## src/rtl/assignment_sweep_reader_pkg.sv

```systemverilog
`default_nettype none
// ============================================================================
// Module : assignment_sweep_reader_pkg
// Brief  : Shared slot/width helpers and sweep FSM encoding.
// Rev    : 1.0
// ============================================================================
package assignment_sweep_reader_pkg;

   localparam int DEF_INT_INDEX_W  = 2;
   localparam int DEF_BOOL_INDEX_W = 2;
   localparam int DEF_INT_W        = 4;
   localparam int DEF_BOOL_W       = 2;

   function automatic int num_slots(input int index_w);
      return 1 << index_w;
   endfunction

   function automatic int flat_width(input int index_w, input int slot_w);
      return slot_w * num_slots(index_w);
   endfunction

   localparam int DEF_INT_SLOTS  = num_slots(DEF_INT_INDEX_W);
   localparam int DEF_BOOL_SLOTS = num_slots(DEF_BOOL_INDEX_W);

   typedef logic [1:0] sweep_state_t;
   localparam sweep_state_t ST_IDLE  = 2'd0;
   localparam sweep_state_t ST_SWEEP = 2'd1;
   localparam sweep_state_t ST_DONE  = 2'd2;

endpackage
`default_nettype wire

```

## src/rtl/assignment_sweep_reader_slot_select.sv

```systemverilog
`default_nettype none
// ============================================================================
// Module : assignment_slot_select
// Brief  : Combinational pick of slot[idx] from a flattened slot vector.
// Rev    : 1.0
// ============================================================================
module assignment_slot_select
   import assignment_sweep_reader_pkg::*;
#(
   parameter int SLOT_W  = DEF_INT_W,
   parameter int INDEX_W = DEF_INT_INDEX_W
) (
   input  logic [flat_width(INDEX_W, SLOT_W)-1:0] vec_i,
   input  logic [INDEX_W-1:0]                     idx_i,
   output logic [SLOT_W-1:0]                      slot_o
);

   localparam int C_SLOTS = num_slots(INDEX_W);

   logic [SLOT_W-1:0] w_slots [C_SLOTS];

   for (genvar g = 0; g < C_SLOTS; g++) begin : g_unpack
      assign w_slots[g] = vec_i[g*SLOT_W +: SLOT_W];
   end

   assign slot_o = w_slots[idx_i];

endmodule
`default_nettype wire

```

## src/rtl/assignment_sweep_reader.sv

```systemverilog
`default_nettype none
// ============================================================================
// Module : assignment_sweep_reader
// Brief  : Snapshots the assignment vectors on start and streams the integer
//          slots one beat per handshake, then pulses done.
// Rev    : 1.0
// ============================================================================
module assignment_sweep_reader
   import assignment_sweep_reader_pkg::*;
#(
   parameter int MAXIMUM_BIT_WIDTH_OF_INTEGER_VARIABLE_INDEX = DEF_INT_INDEX_W,
   parameter int MAXIMUM_BIT_WIDTH_OF_BOOLEAN_VARIABLE_INDEX = DEF_BOOL_INDEX_W,
   parameter int MAXIMUM_BIT_WIDTH_OF_INTEGER_VARIABLE       = DEF_INT_W,
   parameter int MAXIMUM_BIT_WIDTH_OF_BOOLEAN_VARIABLE       = DEF_BOOL_W
) (
   input  logic clk,
   input  logic reset,
   input  logic in_start,
   input  logic [MAXIMUM_BIT_WIDTH_OF_INTEGER_VARIABLE_INDEX:0] in_number_of_integer_variables,
   input  logic [flat_width(MAXIMUM_BIT_WIDTH_OF_INTEGER_VARIABLE_INDEX,
                            MAXIMUM_BIT_WIDTH_OF_INTEGER_VARIABLE)-1:0] in_integer_assignment,
   input  logic [flat_width(MAXIMUM_BIT_WIDTH_OF_BOOLEAN_VARIABLE_INDEX,
                            MAXIMUM_BIT_WIDTH_OF_BOOLEAN_VARIABLE)-1:0] in_boolean_assignment,
   input  logic in_ready,
   output logic out_valid,
   output logic [MAXIMUM_BIT_WIDTH_OF_INTEGER_VARIABLE_INDEX-1:0] out_variable_index,
   output logic [MAXIMUM_BIT_WIDTH_OF_INTEGER_VARIABLE-1:0]       out_variable_value,
   output logic out_last,
   output logic [flat_width(MAXIMUM_BIT_WIDTH_OF_BOOLEAN_VARIABLE_INDEX,
                            MAXIMUM_BIT_WIDTH_OF_BOOLEAN_VARIABLE)-1:0] out_boolean_assignment,
   output logic out_busy,
   output logic out_done
);

   localparam int IDX_W      = MAXIMUM_BIT_WIDTH_OF_INTEGER_VARIABLE_INDEX;
   localparam int INT_W      = MAXIMUM_BIT_WIDTH_OF_INTEGER_VARIABLE;
   localparam int CNT_W      = IDX_W + 1;
   localparam int INT_VEC_W  = flat_width(IDX_W, INT_W);
   localparam int BOOL_VEC_W = flat_width(MAXIMUM_BIT_WIDTH_OF_BOOLEAN_VARIABLE_INDEX,
                                          MAXIMUM_BIT_WIDTH_OF_BOOLEAN_VARIABLE);
   localparam logic [CNT_W-1:0] C_SLOTS = CNT_W'(num_slots(IDX_W));

   sweep_state_t            state_q,    state_d;
   logic [CNT_W-1:0]        index_q,    index_d;
   logic [CNT_W-1:0]        count_q,    count_d;
   logic [INT_VEC_W-1:0]    int_snap_q, int_snap_d;
   logic [BOOL_VEC_W-1:0]   bool_snap_q, bool_snap_d;

   logic [CNT_W-1:0]        w_count_clamped;
   logic                    w_last;

   // Counter math stays one bit wider than the index so count==N never wraps.
   assign w_count_clamped = (in_number_of_integer_variables > C_SLOTS)
                            ? C_SLOTS : in_number_of_integer_variables;
   assign w_last          = (index_q == count_q - CNT_W'(1));

   always_ff @(posedge clk) begin
      if (reset) begin
         state_q     <= ST_IDLE;
         index_q     <= '0;
         count_q     <= '0;
         int_snap_q  <= '0;
         bool_snap_q <= '0;
      end else begin
         state_q     <= state_d;
         index_q     <= index_d;
         count_q     <= count_d;
         int_snap_q  <= int_snap_d;
         bool_snap_q <= bool_snap_d;
      end
   end

   always_comb begin
      state_d     = state_q;
      index_d     = index_q;
      count_d     = count_q;
      int_snap_d  = int_snap_q;
      bool_snap_d = bool_snap_q;
      case (state_q)
         ST_IDLE: begin
            if (in_start) begin
               int_snap_d  = in_integer_assignment;
               bool_snap_d = in_boolean_assignment;
               count_d     = w_count_clamped;
               index_d     = '0;
               state_d     = (w_count_clamped == '0) ? ST_DONE : ST_SWEEP;
            end
         end
         ST_SWEEP: begin
            if (in_ready) begin
               if (w_last) state_d = ST_DONE;
               else        index_d = index_q + CNT_W'(1);
            end
         end
         ST_DONE:  state_d = ST_IDLE;
         default:  state_d = ST_IDLE;
      endcase
   end

   always_comb begin
      out_valid              = (state_q == ST_SWEEP);
      out_last               = (state_q == ST_SWEEP) && w_last;
      out_busy               = (state_q != ST_IDLE);
      out_done               = (state_q == ST_DONE);
      out_variable_index     = index_q[IDX_W-1:0];
      out_boolean_assignment = bool_snap_q;
   end

   assignment_slot_select #(
      .SLOT_W  (INT_W),
      .INDEX_W (IDX_W)
   ) u_slot_select (
      .vec_i  (int_snap_q),
      .idx_i  (index_q[IDX_W-1:0]),
      .slot_o (out_variable_value)
   );

endmodule
`default_nettype wire

```

## config.mk

```make
export PLATFORM = sky130hd
export DESIGN_NAME = assignment_sweep_reader
export DESIGN_NICKNAME = d
export VERILOG_FILES = /design/src/rtl/assignment_sweep_reader_pkg.sv /design/src/rtl/assignment_sweep_reader_slot_select.sv /design/src/rtl/assignment_sweep_reader.sv
export SDC_FILE = /design/constraint.sdc
export NUM_CORES = 1
export LEC_CHECK = 0
export ABC_AREA = 0
export CAP_MARGIN = 25
export CORE_MARGIN = 1.5
export CORE_UTILIZATION = 45
export DETAILED_ROUTE_END_ITERATION = 6
export HOLD_SLACK_MARGIN = 0.1
export PLACE_DENSITY = 0.77
export SETUP_SLACK_MARGIN = 0.15
export SLEW_MARGIN = 20
export SYNTH_ARGS = -nofsm -noshare
export SYNTH_HDL_FRONTEND = slang
export SYNTH_SLANG_ARGS = --single-unit
```

## constraint.sdc

```tcl
create_clock -name clk -period 3.74 [get_ports clk]
set_input_delay 0.748 -clock clk [delete_from_list [all_inputs] [get_ports clk]]
set_output_delay 0.748 -clock clk [all_outputs]
set_load 0.01 [all_outputs]
```

==> flow_summary_export.csv, run 1 <==
group,metric,value,unit
route,drc,0,
min_path,holdPathStages,2,
floorplanning,die_x,58.7,µm
setup_path,critPathMaxStageDelay,560,ps
floorplanning,fp-row-count,20,
clock_network,clkSinkCount,32,
route,num_vias,1248,
setup_path,startpoint_type,"flip-flop",
pwr,vdd_drop_max,0.275,mV
route,avgRoutedWirePerCell,12.4,µm
floorplanning,dieArea,3450,µm²
clock_network,cts_hold_buf,0,
timing,rsz0062_at_grt,"no",
clock_network,numCtsBuffers,5,
synth,synthMuxAreaShare,0.0833,
pwr,leakage,0.747,nW
global_routing,antenna_found_initial,0,
run,cap_viol_max_count,0,
synth,async_flop_share,0,
global_routing,grt_pass1_vias,1211,
setup_path,worst_ep_required_time,2990,ps
setup_path,timing.critical_path.from,"count_q[0]",
clock_network,clock-root-buffer,"clkbuf_4",
timing,skew,11.0,ps
placed_design,portBuffers,48,
timing,setup-tns-final,0,ps
floorplanning,start_util,0.465,
placed_design,place_congestion,0.804,
clock_network,cts_setup_buffers,0,
finish,fin_nets,242,
clock_network,post_cts_resized,0,
route,routed_via_density,5.14,
setup_path,cp_cell_sequence,"inv_1 -> ha_1 -> xor2_1 -> nand3_2 -> nor3_1 -> clkdlybuf4s50_1",
synth,ys_ff_latch,32,
route,drtPass1Iterations,4,
timing,slew_headroom,0.398,
floorplanning,die_y,58.7,µm
setup_path,cp_slowest_cell,"clkdlybuf4s50_1",
synth,synth_top_family_by_area,"simple AND/OR/NAND/NOR gates",
finish,final_common_cell,"nand2_1",
synth,syn_area_per_cell,8.52,µm²
timing,setup_viol,0,
timing,hold_violations,0,
clock_network,htreeDepth,2,
clock_network,cts.clk_slew.worst_paths,100,ps
synth,netlist_instances,164,
pwr,p_per_area,389,nW/µm²
synth,synthesis.nets,197,
floorplanning,num_io_pins,49,
finish,utilization,0.648,
timing,fmax,0.347,GHz
global_routing,grt_max_degree,33,
setup_path,critPathMaxFanout,5,
synth,synth_edf_count,0,
synth,synth.distinct_cells,28,
finish,syn_to_final_growth,39.3,%
setup_path,r2r_start,"state_q[1]",
min_path,worstHoldPathType,"reg2reg",
synth,synth_xor_xnor_area_share,0.0286,
synth,syn_area,1400,µm²
synth,synth_simple_gate_area_frac,0.229,
global_routing,grtUsageTotal,0.197,
global_routing,overflow,0,
placed_design,dp_hpwl,2150,µm
global_routing,grt_pass1_wl,5060,µm
timing,maxSlewViolCount,0,
synth,synth_compound_area_frac,0.132,
timing,final.min_clock_period,2880,ps
synth,synthFlopType,"dfxtp_1",
synth,ys_seq_area_frac,0.458,
setup_path,r2r.worst_path.cells,4,
clock_network,clock_latency,330,ps
timing,fin_crit_sh,0.770,
finish,layout_common_cells,"nand2_1, clkdlybuf4s50_1, dfxtp_1",
setup_path,arrival,2130,ps
route,ant_nets,0,
route,wirelength,3010,µm
finish,drive_gt1_frac,0.0571,
clock_network,cts_max_path_buffers,2,
route,drt_iter0_drc,65,
synth,synthAdderAreaFrac,0.0179,
setup_path,path_class,"reg2out",
min_path,holdCritStartpoint,"int_snap_q[0]",
floorplanning,core_area,3000,µm²
timing,worstMarginPinSlew,902,ps
finish,n_antenna_cell,0,
synth,yosysWarnings,0,
status,status,"finished clean",
setup_path,end_kind,"primary output",
clock_network,cts_tree,"built",
## report_power, final
part	internal (mW)	switching [mW]
logic	0.0741	0.0567
registers	0.361	0.0131
clock network	0.140	0.112
total	0.575	0.182
## layer usage
metal	share of wire	global-route usage	wire, µm	vias up
met2	0.51	0.330	1540	33
li1	-	-	-	642
met4	0.034	0.120	102	0
met5	0	0	0	-
met1	0.41	0.222	1250	563
met3	0.040	0.0527	121	10
## final cells by class
class / count / area [µm²]
fillers: 266 / 1060
multi-input cells: 117 / 686
flip-flops and latches: 32 / 641
repair buffers: 49 / 488
clock buffers: 6 / 41.3
well taps: 33 / 41.3
clock inverters: 2 / 35.0
inverters: 4 / 15.0
## Yosys cell counts (2+ instances only)
| library cell | n | area [µm²] |
|---|---|---|
| buf_2 | 6 | 30.0 |
| nand2b_1 | 2 | 12.5 |
| clkbuf_1 | 3 | 11.3 |
| mux4_1 | 4 | 105 |
| a21oi_1 | 29 | 145 |
| dfxtp_1 | 32 | 641 |
| inv_1 | 4 | 15.0 |
| ha_1 | 2 | 25.0 |
| nor3_1 | 3 | 15.0 |
| nand3b_1 | 2 | 15.0 |
| nor2b_1 | 2 | 12.5 |
| buf_4 | 2 | 15.0 |
| nand2_1 | 55 | 206 |
| nor2_1 | 2 | 7.51 |
| a31oi_1 | 2 | 12.5 |
| xor2_1 | 2 | 17.5 |
## registers in the layout, summed over array words and instances (netlist names)
signal                  cells
state_q                     2
out_boolean_assignment      8
int_snap_q                 16
count_q                     3
index_q                     3
## path summary, 6_finish.rpt
check	end	slack, ps
setup / recovery	out_last	860
hold / removal	int_snap_q[0]	460
setup reg to reg	count_q[1]	2050
hold reg to reg	int_snap_q[0]	460
## cell families (layout without fill, tap and decap cells)
kind of cell	count (synthesis)	count (layout)
AND/OR/NAND/NOR	73	73
buffers and inverters	15	61
flip-flops	32	32
AO/OA/AOI/OAI	34	34
adder cells (fa/ha/maj)	2	2
multiplexers	5	5
XOR/XNOR	3	3
## per-stage QoR
| step | total power [mW] | area (µm²) | hold slack, ps | cells | setup slack (ps) |
|---|---|---|---|---|---|
| 2_1_floorplan | 0.447 | 1400 | 432 | 164 | 1740 |
| 3_3_place_gp | 0.509 | 1870 | 439 | 235 | 1300 |
| 3_5_place_dp | 0.514 | 1870 | 445 | 235 | 1240 |
| 4_1_cts | 0.768 | 1950 | 460 | 243 | 837 |
| 5_1_grt | 0.798 | 1950 | 479 | 243 | 643 |
| 6_report | 0.757 | 1950 | 457 | 243 | 861 |
## critical path, delay by kind of cell (launching register included)
kind          cells  cell delay, ps
xor+xnor          1             200
flops             1             370
fa+ha+maj         1             300
simple gates      2             320
buf+inv           2             610
Note: power is estimated with default switching activity, not from simulation.
==> inputs of run 2 (changes only) <==
CORE_UTILIZATION = 40   (was 45)
PLACE_DENSITY = 0.72   (was 0.77)
clock period = 2.4 ns   (was 3.74 ns; I/O delays follow)
==> flow_summary_export.csv, run 2 (synthesis gave the netlist of run 1 again) <==
group,metric,value,unit
timing,fin_crit_sh,0.910,
route,routed_via_density,4.93,
timing,hold_violations,0,
finish,n_antenna_cell,0,
setup_path,path_class,"reg2out",
timing,fmax,0.458,GHz
route,ant_nets,0,
finish,largest_reg_flops,16,
finish,layout_common_cells,"nand2_1, clkdlybuf4s50_1, dfxtp_1",
placed_design,dp_hpwl,2260,µm
clock_network,cts_hold_buf,0,
floorplanning,start_util,0.419,
setup_path,r2r.worst_path.cells,6,
global_routing,grt_pass1_wl,5600,µm
route,drtPass1Iterations,4,
placed_design,portBuffers,48,
floorplanning,num_io_pins,49,
min_path,holdPathStages,2,
floorplanning,die_y,62.1,µm
finish,syn_to_final_growth,43.6,%
clock_network,htreeDepth,2,
timing,maxSlewViolCount,0,
pwr,leakage,0.797,nW
timing,final.min_clock_period,2180,ps
timing,rsz0062_at_grt,"no",
clock_network,cts_tree,"built",
run,cap_viol_max_count,0,
clock_network,cts.clk_slew.worst_paths,100,ps
floorplanning,die_x,62.1,µm
finish,fillCellCount,322,
global_routing,grt_pass1_vias,1318,
clock_network,numCtsBuffers,5,
placed_design,placed_cell_area,1910,µm²
finish,final_common_cell,"nand2_1",
route,avgRoutedWirePerCell,12.4,µm
setup_path,startpoint_type,"flip-flop",
timing,worstMarginPinSlew,290,ps
timing,slew_headroom,0.807,
min_path,worstHoldPathType,"reg2reg",
status,status,"finished clean",
timing,setup-tns-final,0,ps
route,drc,0,
setup_path,timing.critical_path.from,"index_q[0]",
min_path,holdCritStartpoint,"int_snap_q[1]",
clock_network,cts_max_path_buffers,2,
floorplanning,dieArea,3860,µm²
global_routing,overflow,0,
setup_path,worst_ep_required_time,1920,ps
setup_path,r2r_start,"count_q[1]",
floorplanning,fp-row-count,21,
setup_path,end_kind,"primary output",
route,num_vias,1292,
finish,final_area,2010,µm²
finish,fin_nets,249,
floorplanning,core_area,3340,µm²
finish,regMostFlops,"int_snap_q",
finish,utilization,0.601,
timing,setup_viol,0,
setup_path,arrival,1700,ps
placed_design,place_congestion,0.756,
timing,skew,7.18,ps
pwr,p_per_area,566,nW/µm²
setup_path,critPathMaxFanout,4,
pwr,vdd_drop_max,0.316,mV
route,drt_iter0_drc,34,
clock_network,clock-root-buffer,"clkbuf_4",
clock_network,clock_latency,330,ps
route,wirelength,3240,µm
finish,drive_gt1_frac,0.106,
global_routing,grtUsageTotal,0.182,
global_routing,grt_max_degree,29,
clock_network,clkSinkCount,32,
global_routing,antenna_found_initial,0,
-- run 2: metal layers --
layer,track usage,wire [µm],vias to the layer above
li1,-,-,653
met5,0,0,-
met3,0.0543,135,6
met2,0.323,1650,29
met1,0.200,1420,604
met4,0.0833,46,0
-- run 2: where the power goes --
group	total (mW)	switching (mW)	internal (mW)
clock network	0.341	0.175	0.166
logic	0.214	0.0939	0.120
registers	0.581	0.0187	0.562
total	1.13	0.287	0.848
-- run 2: worst max-delay path, cell delays in order, from the launching register on --
cell	delay, ps
dfxtp_4	380
buf_4	140
mux4_1	550
dlygate4sd2_1	300
-- run 2: worst paths after layout --
path	end	slack, ps
setup reg to reg	index_q[1]	760
hold reg to reg	int_snap_q[1]	450
hold / removal	int_snap_q[1]	450
setup / recovery	out_variable_value[3]	220
-- run 2: through the flow --
stage | instances | total power [mW] | worst slack, ps | hold slack [ps]
CTS | 260 | 1.15 | 98.2 | 457
detailed placement | 251 | 0.807 | 175 | 444
floorplan | 164 | 0.697 | 664 | 432
global route | 262 | 1.20 | 154 | 484
finish | 262 | 1.13 | 216 | 455
global placement | 251 | 0.799 | 217 | 438
-- run 2: repair_timing --
action                                  4_1_cts  5_1_grt
buffers inserted                              2        2
pin swaps                                     0        2
resized for setup                             8        4
endpoints found under the setup margin        5        1
cloned                                        0        0
-- run 2: area by class of cell --
class | count | area (µm²) | area share
multi-input combinational | 117 | 693 | 0.345
timing repair buffer | 56 | 531 | 0.264
sequential | 32 | 646 | 0.322
tap | 46 | 57.6 | 0.0287
inverter | 4 | 15.0 | 0.00748
clock buffer | 7 | 65.1 | 0.0324
